$ cat config.mk
export PLATFORM = sky130hd
export DESIGN_NAME = fetch_unit_flat
export DESIGN_NICKNAME = d
export VERILOG_FILES = /design/src/rtl/fetch_unit_pkg.sv /design/src/rtl/fetch_unit_if.sv /design/src/rtl/fetch_unit_if_id_reg.sv /design/src/rtl/fetch_unit.sv /design/src/flat_wrapper.sv
export SDC_FILE = /design/constraint.sdc
export NUM_CORES = 1
export LEC_CHECK = 0
export BUFFER_PORTS_ARGS = -buffer_cell sky130_fd_sc_hd__buf_2
export CELL_PAD_IN_SITES_DETAIL_PLACEMENT = 0
export CELL_PAD_IN_SITES_GLOBAL_PLACEMENT = 1
export CORE_MARGIN = 5
export CORE_UTILIZATION = 41
export DETAILED_ROUTE_END_ITERATION = 10
export GPL_TIMING_DRIVEN = 0
export MAX_ROUTING_LAYER = met4
export PLACE_DENSITY = 0.85
export SETUP_SLACK_MARGIN = 0.2
export SLEW_MARGIN = 20
export SYNTH_ARGS = -nofsm -noshare
export SYNTH_HDL_FRONTEND = slang
export SYNTH_SLANG_ARGS = --single-unit
export TNS_END_PERCENT = 20
$ cat constraint.sdc
create_clock -name clk -period 4.9 [get_ports clk]
set_clock_uncertainty 0.1 [all_clocks]
set_input_delay 0.245 -clock clk [delete_from_list [all_inputs] [get_ports clk]]
set_output_delay 0.245 -clock clk [all_outputs]
set_load 0.01 [all_outputs]
$ cat src/rtl/fetch_unit_pkg.sv
// fetch_unit_pkg: shared front-end constants (XLEN, NOP, reset PC), FSM state encoding and PC alignment helper
package fetch_unit_pkg;
  localparam int XLEN = 32;
  localparam logic [XLEN-1:0] NOP = 32'h0000_0013;
  localparam logic [XLEN-1:0] RESET_PC_DEF = 32'h0000_0000;
  typedef enum logic [1:0] {FETCH, HOLD, DROP} state_t;
  function automatic logic [XLEN-1:0] align(input logic [XLEN-1:0] a);
    return a & {{(XLEN-2){1'b1}}, 2'b00};
  endfunction
endpackage

$ cat src/rtl/fetch_unit_if.sv
// fetch_unit_if: instruction-memory bus (req/addr from fetch, ready/rdata from memory); master = fetch side, slave = memory side
interface fetch_unit_if;
  import fetch_unit_pkg::*;
  logic req;
  logic [XLEN-1:0] addr;
  logic ready;
  logic [XLEN-1:0] rdata;
  modport master(output req, addr, input ready, rdata);
  modport slave(input req, addr, output ready, rdata);
endinterface

$ cat src/rtl/fetch_unit_if_id_reg.sv
// fetch_unit_if_id_reg: IF/ID pipeline register; in clk/rst/load/flush/pc_in/instr_in, out pc/instr/valid; holds when neither load nor flush
module fetch_unit_if_id_reg
  import fetch_unit_pkg::*;
(
  input  logic            clk,
  input  logic            rst,
  input  logic            load,
  input  logic            flush,
  input  logic [XLEN-1:0] pc_in,
  input  logic [XLEN-1:0] instr_in,
  output logic [XLEN-1:0] pc,
  output logic [XLEN-1:0] instr,
  output logic            valid
);
  always_ff @(posedge clk)
    if (rst || flush) {pc, instr, valid} <= {{XLEN{1'b0}}, NOP, 1'b0};
    else if (load) {pc, instr, valid} <= {pc_in, instr_in, 1'b1};
endmodule

$ cat src/rtl/fetch_unit.sv
// fetch_unit: PC, fetch FSM and skid buffer; in clk/rst/stall_id/mem_stall/redirect/redirect_pc, imem master bus, out IF/ID id_pc/id_instr/id_valid
module fetch_unit
  import fetch_unit_pkg::*;
#(
  parameter logic [XLEN-1:0] RESET_PC = RESET_PC_DEF
) (
  input  logic             clk,
  input  logic             rst,
  input  logic             stall_id,
  input  logic             mem_stall,
  input  logic             redirect,
  input  logic [XLEN-1:0]  redirect_pc,
  fetch_unit_if.master     imem,
  output logic [XLEN-1:0]  id_pc,
  output logic [XLEN-1:0]  id_instr,
  output logic             id_valid
);
  state_t state, state_d;
  logic hold, redir, load, flush;
  logic [XLEN-1:0] pc, drop_addr, skid;
  assign hold = stall_id | mem_stall;
  assign redir = redirect & ~mem_stall;
  always_ff @(posedge clk) state <= rst ? FETCH : state_d;
  always_comb begin
    state_d = state;
    if (redir) state_d = (state != HOLD && !imem.ready) ? DROP : FETCH;
    else if (state == DROP) state_d = imem.ready ? FETCH : DROP;
    else if (state == FETCH && imem.ready && hold) state_d = HOLD;
    else if (state == HOLD && !hold) state_d = FETCH;
  end
  always_comb begin
    imem.req = ~rst & (state != HOLD);
    imem.addr = state == DROP ? drop_addr : pc;
    load = ~redir & ~hold & (state == HOLD | (state == FETCH & imem.ready));
    flush = redir | (~hold & (state == DROP | (state == FETCH & ~imem.ready)));
  end
  always_ff @(posedge clk) begin
    if (rst) pc <= align(RESET_PC);
    else if (redir) pc <= align(redirect_pc);
    else if (load) pc <= pc + 32'd4;
    if (redir && state == FETCH && !imem.ready) drop_addr <= pc;
    if (state == FETCH && imem.ready && hold && !redir) skid <= imem.rdata;
  end
  fetch_unit_if_id_reg u_if_id (
    .clk(clk),
    .rst(rst),
    .load(load),
    .flush(flush),
    .pc_in(pc),
    .instr_in(state == HOLD ? skid : imem.rdata),
    .pc(id_pc),
    .instr(id_instr),
    .valid(id_valid)
  );
endmodule

$ cat src/flat_wrapper.sv
// flat-port wrapper written by rule: the top's interface ports become plain ports
module fetch_unit_flat import fetch_unit_pkg::*;
#(
  parameter logic [XLEN-1:0] RESET_PC = RESET_PC_DEF
)
  (clk, rst, stall_id, mem_stall, redirect, redirect_pc, id_pc, id_instr, id_valid, imem_req, imem_addr, imem_ready, imem_rdata);
  fetch_unit_if imem_i ();
  input  logic clk;
  input  logic rst;
  input  logic stall_id;
  input  logic mem_stall;
  input  logic redirect;
  input  logic [XLEN-1:0] redirect_pc;
  output logic [XLEN-1:0] id_pc;
  output logic [XLEN-1:0] id_instr;
  output logic id_valid;
  output wire logic [$bits(imem_i.req)-1:0] imem_req;
  output wire logic [$bits(imem_i.addr)-1:0] imem_addr;
  input wire logic [$bits(imem_i.ready)-1:0] imem_ready;
  input wire logic [$bits(imem_i.rdata)-1:0] imem_rdata;
  assign imem_req = imem_i.req;
  assign imem_addr = imem_i.addr;
  assign imem_i.ready = imem_ready;
  assign imem_i.rdata = imem_rdata;
  fetch_unit #(.RESET_PC(RESET_PC)) u_core (.clk(clk), .rst(rst), .stall_id(stall_id), .mem_stall(mem_stall), .redirect(redirect), .redirect_pc(redirect_pc), .imem(imem_i), .id_pc(id_pc), .id_instr(id_instr), .id_valid(id_valid));
endmodule
; ---- Word-level counts from Yosys, hierarchy flattened
; Index checks and enable logic that the tools add are counted.
[word_totals]
reg_bits = 163
inputBits = 70
output_inout_bits = 98
[classes]
muxes = 10
addsub = 1
n_reduce_logical = 15
bitwise = 16
eq_ne = 3
[ops]
columns = op, n
row1 = 2-to-1 mux 32 bit, 4
row2 = adder 32 x 3 -> 32 bit (second input constant), 1
row3 = 2-to-1 mux 2 bit, 6
row4 = bitwise AND 1 bit, 7
row5 = logical AND 1 bit, 7
row6 = inverter 1 bit, 5
row7 = bitwise OR 1 bit, 4
row8 = nonzero test 4 bit, 1
row9 = zero test 1 bit, 3
row10 = == test 2 x 1 -> 1 bit (second input constant), 1
row11 = == test 2 bit (second input constant), 1
row12 = zero test 2 bit, 1
row13 = != test 2 x 1 -> 1 bit (second input constant), 1
row14 = nonzero test 2 bit, 1
row15 = OR reduction 2 bit, 1
row16 = logical OR 1 bit, 1

; ---- Depth between registers and ports, before layout
; Gate-level depths: netlist of run 1.
[depth]
word_depth = 7
mapped_depth = 7

; ---- By module
; Synthesis of run 1 repeated with hierarchy kept, for this count alone.
[unflattened]
cells_unflattened = 571
hier_area_um2 = 6739.0
[modules_own_cells]
columns = module, area_per_inst_um2, instances, seq_area_each_um2, cells_each
row1 = fetch_unit, 4403.0, 1, 2502.4, 360
row2 = fetch_unit_if_id_reg, 2336.0, 1, 1301.2, 211

; ---- Worst setup path after synthesis of run 1
; Ideal clock, no wire load.
[synth_timing]
path_type = register to register
start = reg u_core.state[0]
end = reg u_core.skid[0], enable pin
t_required_ps = 4287
setup_ps = 513
stages_incl_launch_ff = 3
arrival_time_ps = 3844
setup_slack_ps = 443
synth_period_minus_slack_ps = 4457
path_cell_list = dfxtp_1 -> clkbuf_1 -> nor4b_1
[synth_via]
elab_chain_cells = 4
[synth_lines]
columns = item, line
row1 = "start, declared", fetch_unit.sv:18  ; state_t state, state_d;
row2 = "start signal, assigned", fetch_unit.sv:23  ; always_ff @(posedge clk) state <= rst ? FETCH : state_d;
row3 = zero test 2 bit, fetch_unit.sv:42  ; if (state == FETCH && imem.ready && hold && !redir) skid <= imem.rdata;
row4 = logical AND 1 bit (3 in a row), fetch_unit.sv:42
row5 = "end signal, assigned", fetch_unit.sv:42
row6 = "end, declared", fetch_unit.sv:20  ; logic [XLEN-1:0] pc, drop_addr, skid;
; No other way between the ends.
; A chain may end at the register's enable or synchronous reset.

; ---- Worst setup path in the final report of run 1
[layout_timing]
start = reg u_core.state[1]
end = out imem_addr[3]
[layout_via]
elab_chain_cells = 2
[layout_lines]
columns = item, line
row1 = == test 2 bit, fetch_unit.sv:33  ; imem.addr = state == DROP ? drop_addr : pc;
row2 = 2-to-1 mux 32 bit, fetch_unit.sv:33
row3 = "end, declared", flat_wrapper.sv:18  ; output wire logic [$bits(imem_i.addr)-1:0] imem_addr;
; No other way between the ends.

==> impl_metrics.py, run 1 <==
metrics = {
    "sta": {
        "setup_slack_of_the_critical_path_after_layout_ns": 2.08,
        "achievable-frequency_ghz": 0.354,
        "setup-violations-final": 0,
        "fin_hold_ws_ns": 0.0151,
        "max_slew.worst_pin.slew_ns": 0.755,
        "rsz0062_at_grt": "no",
        "timing.final.max_slew_violations": 0,
        "hold_viol_final": 0,
        "timing.max_slew.rel_slack": 0.493,
        "final.min_clock_period_ns": 2.82,
        "layout_worst_path_cycle_share": 0.576,
    },
    "final_layout": {
        "area_growth_pct": 32.2,
        "finalNetCount": 909,
        "filler_cell_count": 1455,
        "core_util_final": 0.548,
        "seqCellArea_sq_um": 3760,
        "post_route_cells_drive_above_1_share": 0.293,
        "antenna_cells": 0,
        "multi_input_area_sq_um": 2520,
        "mostFrequentLayoutCell": "sky130_fd_sc_hd__buf_2",
        "commonest_cells_after_routing_fill_and_taps_aside": "169 x sky130_fd_sc_hd__buf_2, 95 x sky130_fd_sc_hd__dfxtp_1, 78 x sky130_fd_sc_hd__nand2_1",
        "final_cell_count_no_fill": 1067,
    },
    "setup_path": {
        "critical_path.startpoint_type": "flop",
        "cp_data_arrival_time_ns": 2.48,
        "timing.critical_path.required_ns": 4.55,
        "critPathCaptureType": "primary output",
        "path_max_fanout": 10,
        "timing.rr.start": "u_core.state[1]$_SDFFE_PP0P_",
        "worstRegToRegCells": 7,
        "reg2reg_setup_slack_ns": 2.32,
        "worstSetupPathType": "reg -> out",
        "r2r_end": "u_core.u_if_id.instr[28]$_SDFFE_PP0P_",
    },
    "global_routing": {
        "grt.met1_usage": 0.263,
        "grt_start_max_net_pins": 17,
        "number_of_global_route_vias_before_repair": 5498,
        "grtUsageMet3": 0.0566,
        "grt.total_usage": 0.204,
        "antenna_found_initial": 0,
        "global_route.peak_usage_layer": "met2",
        "grt_first_pass_wirelength_um": 28600,
        "groute.layer.met2.usage": 0.316,
        "gr-total-overflow": 0,
    },
    "logic_synthesis": {
        "yosys_warnings": 0,
        "synthesis.instances": 610,
        "ys.flop_type": "sky130_fd_sc_hd__dfxtp_1",
        "synth_cell_type_count": 48,
        "sequential_area_share_after_synthesis": 0.576,
        "cell_type_with_the_highest_aggregate_area_in_the_netlist": "sky130_fd_sc_hd__dfxtp_1",
        "synth_enable_flop_cells": 62,
        "synth_largest_type_area_fraction": 0.291,
        "post_synth_arst_share": 0,
        "synthesized_area_per_cell_sq_um": 10.7,
        "synth_top_cells_by_area": "sky130_fd_sc_hd__dfxtp_1 29%, sky130_fd_sc_hd__edfxtp_1 28%, sky130_fd_sc_hd__a211oi_1 5.5%, sky130_fd_sc_hd__mux2_2 5.0%, sky130_fd_sc_hd__mux2i_1 4.9%",
        "yosys_register_bits": 157,
        "syn-cell-area_sq_um": 6540,
    },
    "power_and_ir_drop": {
        "power.ir.vdd_worst_mv": 0.238,
        "total_power_mw": 3.06,
        "static-leakage-power_nw": 3.40,
        "p_per_cell_area_nw_per_um2": 354,
    },
    "floorplanning": {
        "core_area_sq_um": 15800,
        "die-width_um": 136,
        "floorplan.io_pins": 168,
        "floorplan.die.height_um": 136,
        "floorplan.initialDensity": 0.414,
        "fp-row-count": 46,
        "die_area_sq_um": 18600,
    },
    "hold_path": {
        "hold_end": "u_core.pc[13]$_SDFFE_PP0P_",
        "worstHoldPathType": "in -> reg",
        "holdPathStages": 3,
        "hold_start": "redirect_pc[13]",
    },
    "placed_design": {
        "placement.setup.worst_slack_ns": 2.10,
        "dp_hpwl_um": 13000,
        "gpl.final_weighted_congestion": 0.817,
        "dp_cells": 1000,
        "place.port_buffers": 161,
    },
    "flow_run": {
        "maxCapViolations": 0,
    },
    "detailed_routing": {
        "route.detailed.vias_per_inst": 5.08,
        "drt_pass1_iterations": 4,
        "avgRoutedWirePerCell_um": 16.9,
        "drt-initial-drc-count": 350,
        "total_vias_in_the_final_route": 5417,
        "drc": 0,
        "routed_wl_um": 18000,
        "postRouteAntennaNets": 0,
    },
    "clock_tree": {
        "cts_root_buf": "sky130_fd_sc_hd__clkbuf_16",
        "post_cts_resize_count": 0,
        "clk-insertion-delay-late_ns": 0.42,
        "clkTransAtPathRegs_ns": 0.07,
        "tritoncts": "yes",
        "clock_tree.buffer_depth": 2,
        "tritoncts.num_buffers": 17,
        "cts.htree.levels": 4,
        "cts_setup_buffers": 0,
        "clkSinkCount": 157,
    },
    "run_status": {
        "status": "completed",
    },
}
-- critical path, cell delays in order (launching register included) --
cell and delay (ns):
sky130_fd_sc_hd__dfxtp_1 0.46, sky130_fd_sc_hd__inv_1 0.09, sky130_fd_sc_hd__nor2_1 0.33, sky130_fd_sc_hd__clkbuf_1 0.59, sky130_fd_sc_hd__mux2_2 0.44, sky130_fd_sc_hd__buf_2 0.15
-- routing by layer --
| metal | share of wire | routed length (um) |
|---|---|---|
| met1 | 0.44 | 7930 |
| met2 | 0.47 | 8390 |
| met3 | 0.080 | 1440 |
| met4 | 0.015 | 271 |
| met5 | 0 | 0 |
-- where the power goes --
group	total [mW]	switching [mW]	internal, mW
clock	1.32	0.537	0.781
combinational	0.295	0.162	0.133
sequential	1.44	0.0345	1.41
total	3.06	0.733	2.32
-- timing repair --
action	CTS	global route
hold endpoints to repair	35	0
setup endpoints to repair	0	0
hold buffers	35	0
-- through the flow --
step                instance area (sq um)  TNS (ns)
detailed placement                   7700         0
global placement                     7620   -101.06
finish                               8640         0
global route                         8640         0
floorplan                            6550         0
CTS                                  8640         0
-- cell usage after synthesis, types with 3 or more instances --
cell and number:
sky130_fd_sc_hd__nand4_1 11, sky130_fd_sc_hd__xnor2_1 4, sky130_fd_sc_hd__clkbuf_1 33, sky130_fd_sc_hd__nor2_1 74, sky130_fd_sc_hd__a21oi_1 35, sky130_fd_sc_hd__mux2i_1 32
sky130_fd_sc_hd__xor2_1 16, sky130_fd_sc_hd__dfxtp_1 95, sky130_fd_sc_hd__nand2_1 78, sky130_fd_sc_hd__a211o_1 3, sky130_fd_sc_hd__nand3_1 11, sky130_fd_sc_hd__buf_4 6
sky130_fd_sc_hd__mux2_2 29, sky130_fd_sc_hd__nor4_1 3, sky130_fd_sc_hd__a211oi_1 48, sky130_fd_sc_hd__and3_1 7, sky130_fd_sc_hd__o21ai_0 7, sky130_fd_sc_hd__inv_1 5
sky130_fd_sc_hd__a311oi_1 3, sky130_fd_sc_hd__nor3_1 9, sky130_fd_sc_hd__or3_1 5, sky130_fd_sc_hd__edfxtp_1 62
-- kinds of logic after synthesis --
group           count (synthesis)  synth area share
simple gates                  209             0.144
fa+ha+maj                       1           0.00191
mux                            61            0.0990
flops                         157             0.576
other cells                     1          0.000574
buf+inv                        54            0.0421
compound gates                107             0.109
xor+xnor                       20            0.0268
-- area by class of cell --
type                       instances  share of cell area
timing repair buffer             206               0.141
clock buffer                      19              0.0526
multi-input combinational        402               0.292
inverter                           5             0.00217
clock inverter                    13              0.0161
tap                              216              0.0313
buffer                            49              0.0297
sequential                       157               0.436
-- worst max path at each step --
stage	startpoint	end	slack, ns	cells past startpoint
6_report	u_core.state[1]$_SDFFE_PP0P_	imem_addr[3]	2.08	5
5_1_grt	u_core.state[1]$_SDFFE_PP0P_	imem_addr[3]	1.93	5
2_1_floorplan	u_core.state[0]$_SDFFE_PP0P_	u_core.skid[0]$_DFFE_PP_	0.44	2
4_1_cts	u_core.state[1]$_SDFFE_PP0P_	imem_addr[3]	2.07	5
3_5_place_dp	mem_stall	u_core.drop_addr[19]$_DFFE_PP_	2.10	8
3_3_place_gp	mem_stall	u_core.drop_addr[12]$_DFFE_PP_	-1.76	6
-- flip-flops by register name, indices dropped and copies added, names as in the netlist --
signal	count
u_core.u_if_id.instr	32
u_core.state	2
u_core.u_if_id.valid	1
u_core.drop_addr	30
u_core.skid	32
u_core.pc	30
u_core.u_if_id.pc	30
No activity file was read; power rests on OpenSTA's default activity.
==> run 2: changes to the inputs <==
- CORE_UTILIZATION: 41 -> 37
- PLACE_DENSITY: 0.85 -> 0.81
- clock period: 4.9 -> 2.4 ns (I/O delays scaled with it)
==> impl_metrics.py, run 2 (synthesized netlist as in run 1, its figures left out) <==
metrics = {
    "power_and_ir_drop": {
        "p_per_cell_area_nw_per_um2": 708,
        "comb_power_frac": 0.102,
        "power.ir.vdd_worst_mv": 0.506,
        "power.share.clock": 0.441,
        "seq_power_share": 0.457,
        "internal_power_mw": 4.92,
        "static-leakage-power_nw": 3.65,
        "netSwitchingPower_mw": 1.54,
        "switching_share": 0.238,
    },
    "final_layout": {
        "finalNetCount": 938,
        "final_cell_count_no_fill": 1105,
        "mostFrequentLayoutCell": "sky130_fd_sc_hd__buf_2",
        "filler_cell_count": 1575,
        "antenna_cells": 0,
        "core_util_final": 0.527,
        "commonest_cells_after_routing_fill_and_taps_aside": "163 x sky130_fd_sc_hd__buf_2, 94 x sky130_fd_sc_hd__dfxtp_1, 78 x sky130_fd_sc_hd__nand2_1",
        "post_route_cells_drive_above_1_share": 0.318,
        "area_growth_pct": 39.5,
    },
    "placed_design": {
        "placement.setup.worst_slack_ns": -0.222,
        "place.port_buffers": 161,
        "dp_hpwl_um": 13300,
        "gpl.final_weighted_congestion": 0.822,
        "dp_cells": 1004,
    },
    "sta": {
        "setup-violations-final": 0,
        "achievable-frequency_ghz": 0.460,
        "hold_viol_final": 0,
        "max_slew.worst_pin.slew_ns": 0.715,
        "timing.max_slew.rel_slack": 0.520,
        "final.min_clock_period_ns": 2.17,
        "rsz0062_at_grt": "yes",
        "layout_worst_path_cycle_share": 0.906,
        "setup_slack_of_the_critical_path_after_layout_ns": 0.225,
        "timing.final.max_slew_violations": 0,
    },
    "floorplanning": {
        "die-width_um": 143,
        "core_area_sq_um": 17300,
        "floorplan.initialDensity": 0.378,
        "floorplan.die.height_um": 143,
        "die_area_sq_um": 20400,
        "floorplan.io_pins": 168,
        "fp-row-count": 48,
    },
    "clock_tree": {
        "clkSinkCount": 157,
        "cts_root_buf": "sky130_fd_sc_hd__clkbuf_16",
        "clkTransAtPathRegs_ns": 0.06,
        "clock_tree.buffer_depth": 2,
        "tritoncts": "yes",
        "tritoncts.num_buffers": 17,
        "cts.htree.levels": 4,
        "clk-insertion-delay-late_ns": 0.43,
    },
    "setup_path": {
        "critPathCaptureType": "flop",
        "worstSetupPathType": "reg -> reg",
        "reg2reg_setup_slack_ns": 0.23,
        "worstRegToRegCells": 6,
        "timing.critical_path.required_ns": 2.63,
        "timing.rr.start": "u_core.state[1]$_SDFFE_PP0P_",
        "critical_path.startpoint_type": "flop",
        "path_max_fanout": 6,
        "cp_data_arrival_time_ns": 2.41,
        "r2r_end": "u_core.pc[22]$_SDFFE_PP0P_",
    },
    "global_routing": {
        "grt_start_max_net_pins": 17,
        "grt.total_usage": 0.190,
        "gr-total-overflow": 0,
        "number_of_global_route_vias_before_repair": 5436,
        "grt_first_pass_wirelength_um": 29200,
        "antenna_found_initial": 0,
    },
    "hold_path": {
        "hold_start": "redirect_pc[31]",
        "worstHoldPathType": "in -> reg",
        "holdPathStages": 4,
        "hold_end": "u_core.pc[31]$_SDFFE_PP0P_",
    },
    "detailed_routing": {
        "total_vias_in_the_final_route": 5462,
        "avgRoutedWirePerCell_um": 16.9,
        "drt-initial-drc-count": 322,
        "drt_pass1_iterations": 5,
        "postRouteAntennaNets": 0,
        "routed_wl_um": 18700,
        "route.detailed.vias_per_inst": 4.94,
        "drc": 0,
    },
    "flow_run": {
        "maxCapViolations": 0,
    },
    "run_status": {
        "status": "completed",
    },
}
## run 2: changes by cell type in the layout (fill, tap and decap cells not counted), moves of 6 or more
cell and change:
sky130_fd_sc_hd__dlygate4sd3_1 +27, sky130_fd_sc_hd__clkbuf_1 -19, sky130_fd_sc_hd__clkbuf_2 +12, sky130_fd_sc_hd__buf_4 +7, sky130_fd_sc_hd__buf_2 -6
## run 2: worst max-delay path, stage by stage (launching register included)
cell and delay (ns):
sky130_fd_sc_hd__dfxtp_4 0.36, sky130_fd_sc_hd__or3_4 0.38, sky130_fd_sc_hd__buf_6 0.14, sky130_fd_sc_hd__nor4_4 0.31
sky130_fd_sc_hd__nand4_1 0.21, sky130_fd_sc_hd__or3_1 0.34, sky130_fd_sc_hd__a311oi_1 0.24
## run 2: cell type report
type / count / area [sq um] / area share
timing repair buffer: 236 / 1540 / 0.169
tap: 225 / 282 / 0.0309
buffer: 48 / 304 / 0.0334
clock inverter: 12 / 160 / 0.0176
clock buffer: 20 / 467 / 0.0512
sequential: 157 / 3770 / 0.413
multi-input combinational: 402 / 2580 / 0.283
inverter: 5 / 18.8 / 0.00206
## run 2: what timing repair did
action,in CTS,in global routing
pin swaps,1,7
endpoints found under the hold margin,94,0
setup endpoints to repair,116,93
hold buffers,62,0
gates cloned,0,0
resized for setup,24,24
buffers inserted,2,6
## run 2: power by group through the flow
stage | sequential, mW | clock [mW] | combinational (mW)
floorplan | 2.99 | 0 | 0.327
global placement | 3.01 | 0 | 0.548
detailed placement | 3.01 | 0 | 0.565
CTS | 2.95 | 2.89 | 0.652
global route | 2.96 | 3.02 | 0.718
finish | 2.95 | 2.85 | 0.655
## run 2: worst max path at each step
stage / start / end / slack, ns / depth (start not counted)
after floorplan: mem_stall / u_core.drop_addr[10]$_DFFE_PP_ / 0.07 / 5
after global placement: mem_stall / u_core.drop_addr[18]$_DFFE_PP_ / -0.85 / 6
after detailed placement: u_core.state[0]$_SDFFE_PP0P_ / u_core.u_if_id.instr[28]$_SDFFE_PP0P_ / -0.22 / 7
after CTS: u_core.state[1]$_SDFFE_PP0P_ / u_core.pc[22]$_SDFFE_PP0P_ / 0.1 / 6
after global routing: u_core.state[1]$_SDFFE_PP0P_ / u_core.pc[22]$_SDFFE_PP0P_ / 0.12 / 6
final: u_core.state[1]$_SDFFE_PP0P_ / u_core.pc[22]$_SDFFE_PP0P_ / 0.23 / 6
## run 2: metal layers
metal,share of wire,track usage
met4,0.0075,0.0375
met2,0.47,0.301
met5,0,-
met1,0.46,0.245
met3,0.066,0.0536
## run 2: per-stage QoR
stage	area (sq um)	TNS (ns)	power [mW]	hold WS (ns)
3_3_place_gp	7660	-46.53	3.55	0.213
4_1_cts	9030	0	6.49	0.000949
3_5_place_dp	7720	-11.09	3.57	0.215
6_report	9120	0	6.45	0.0103
2_1_floorplan	6580	0	3.32	0.119
5_1_grt	9120	0	6.69	0.0151
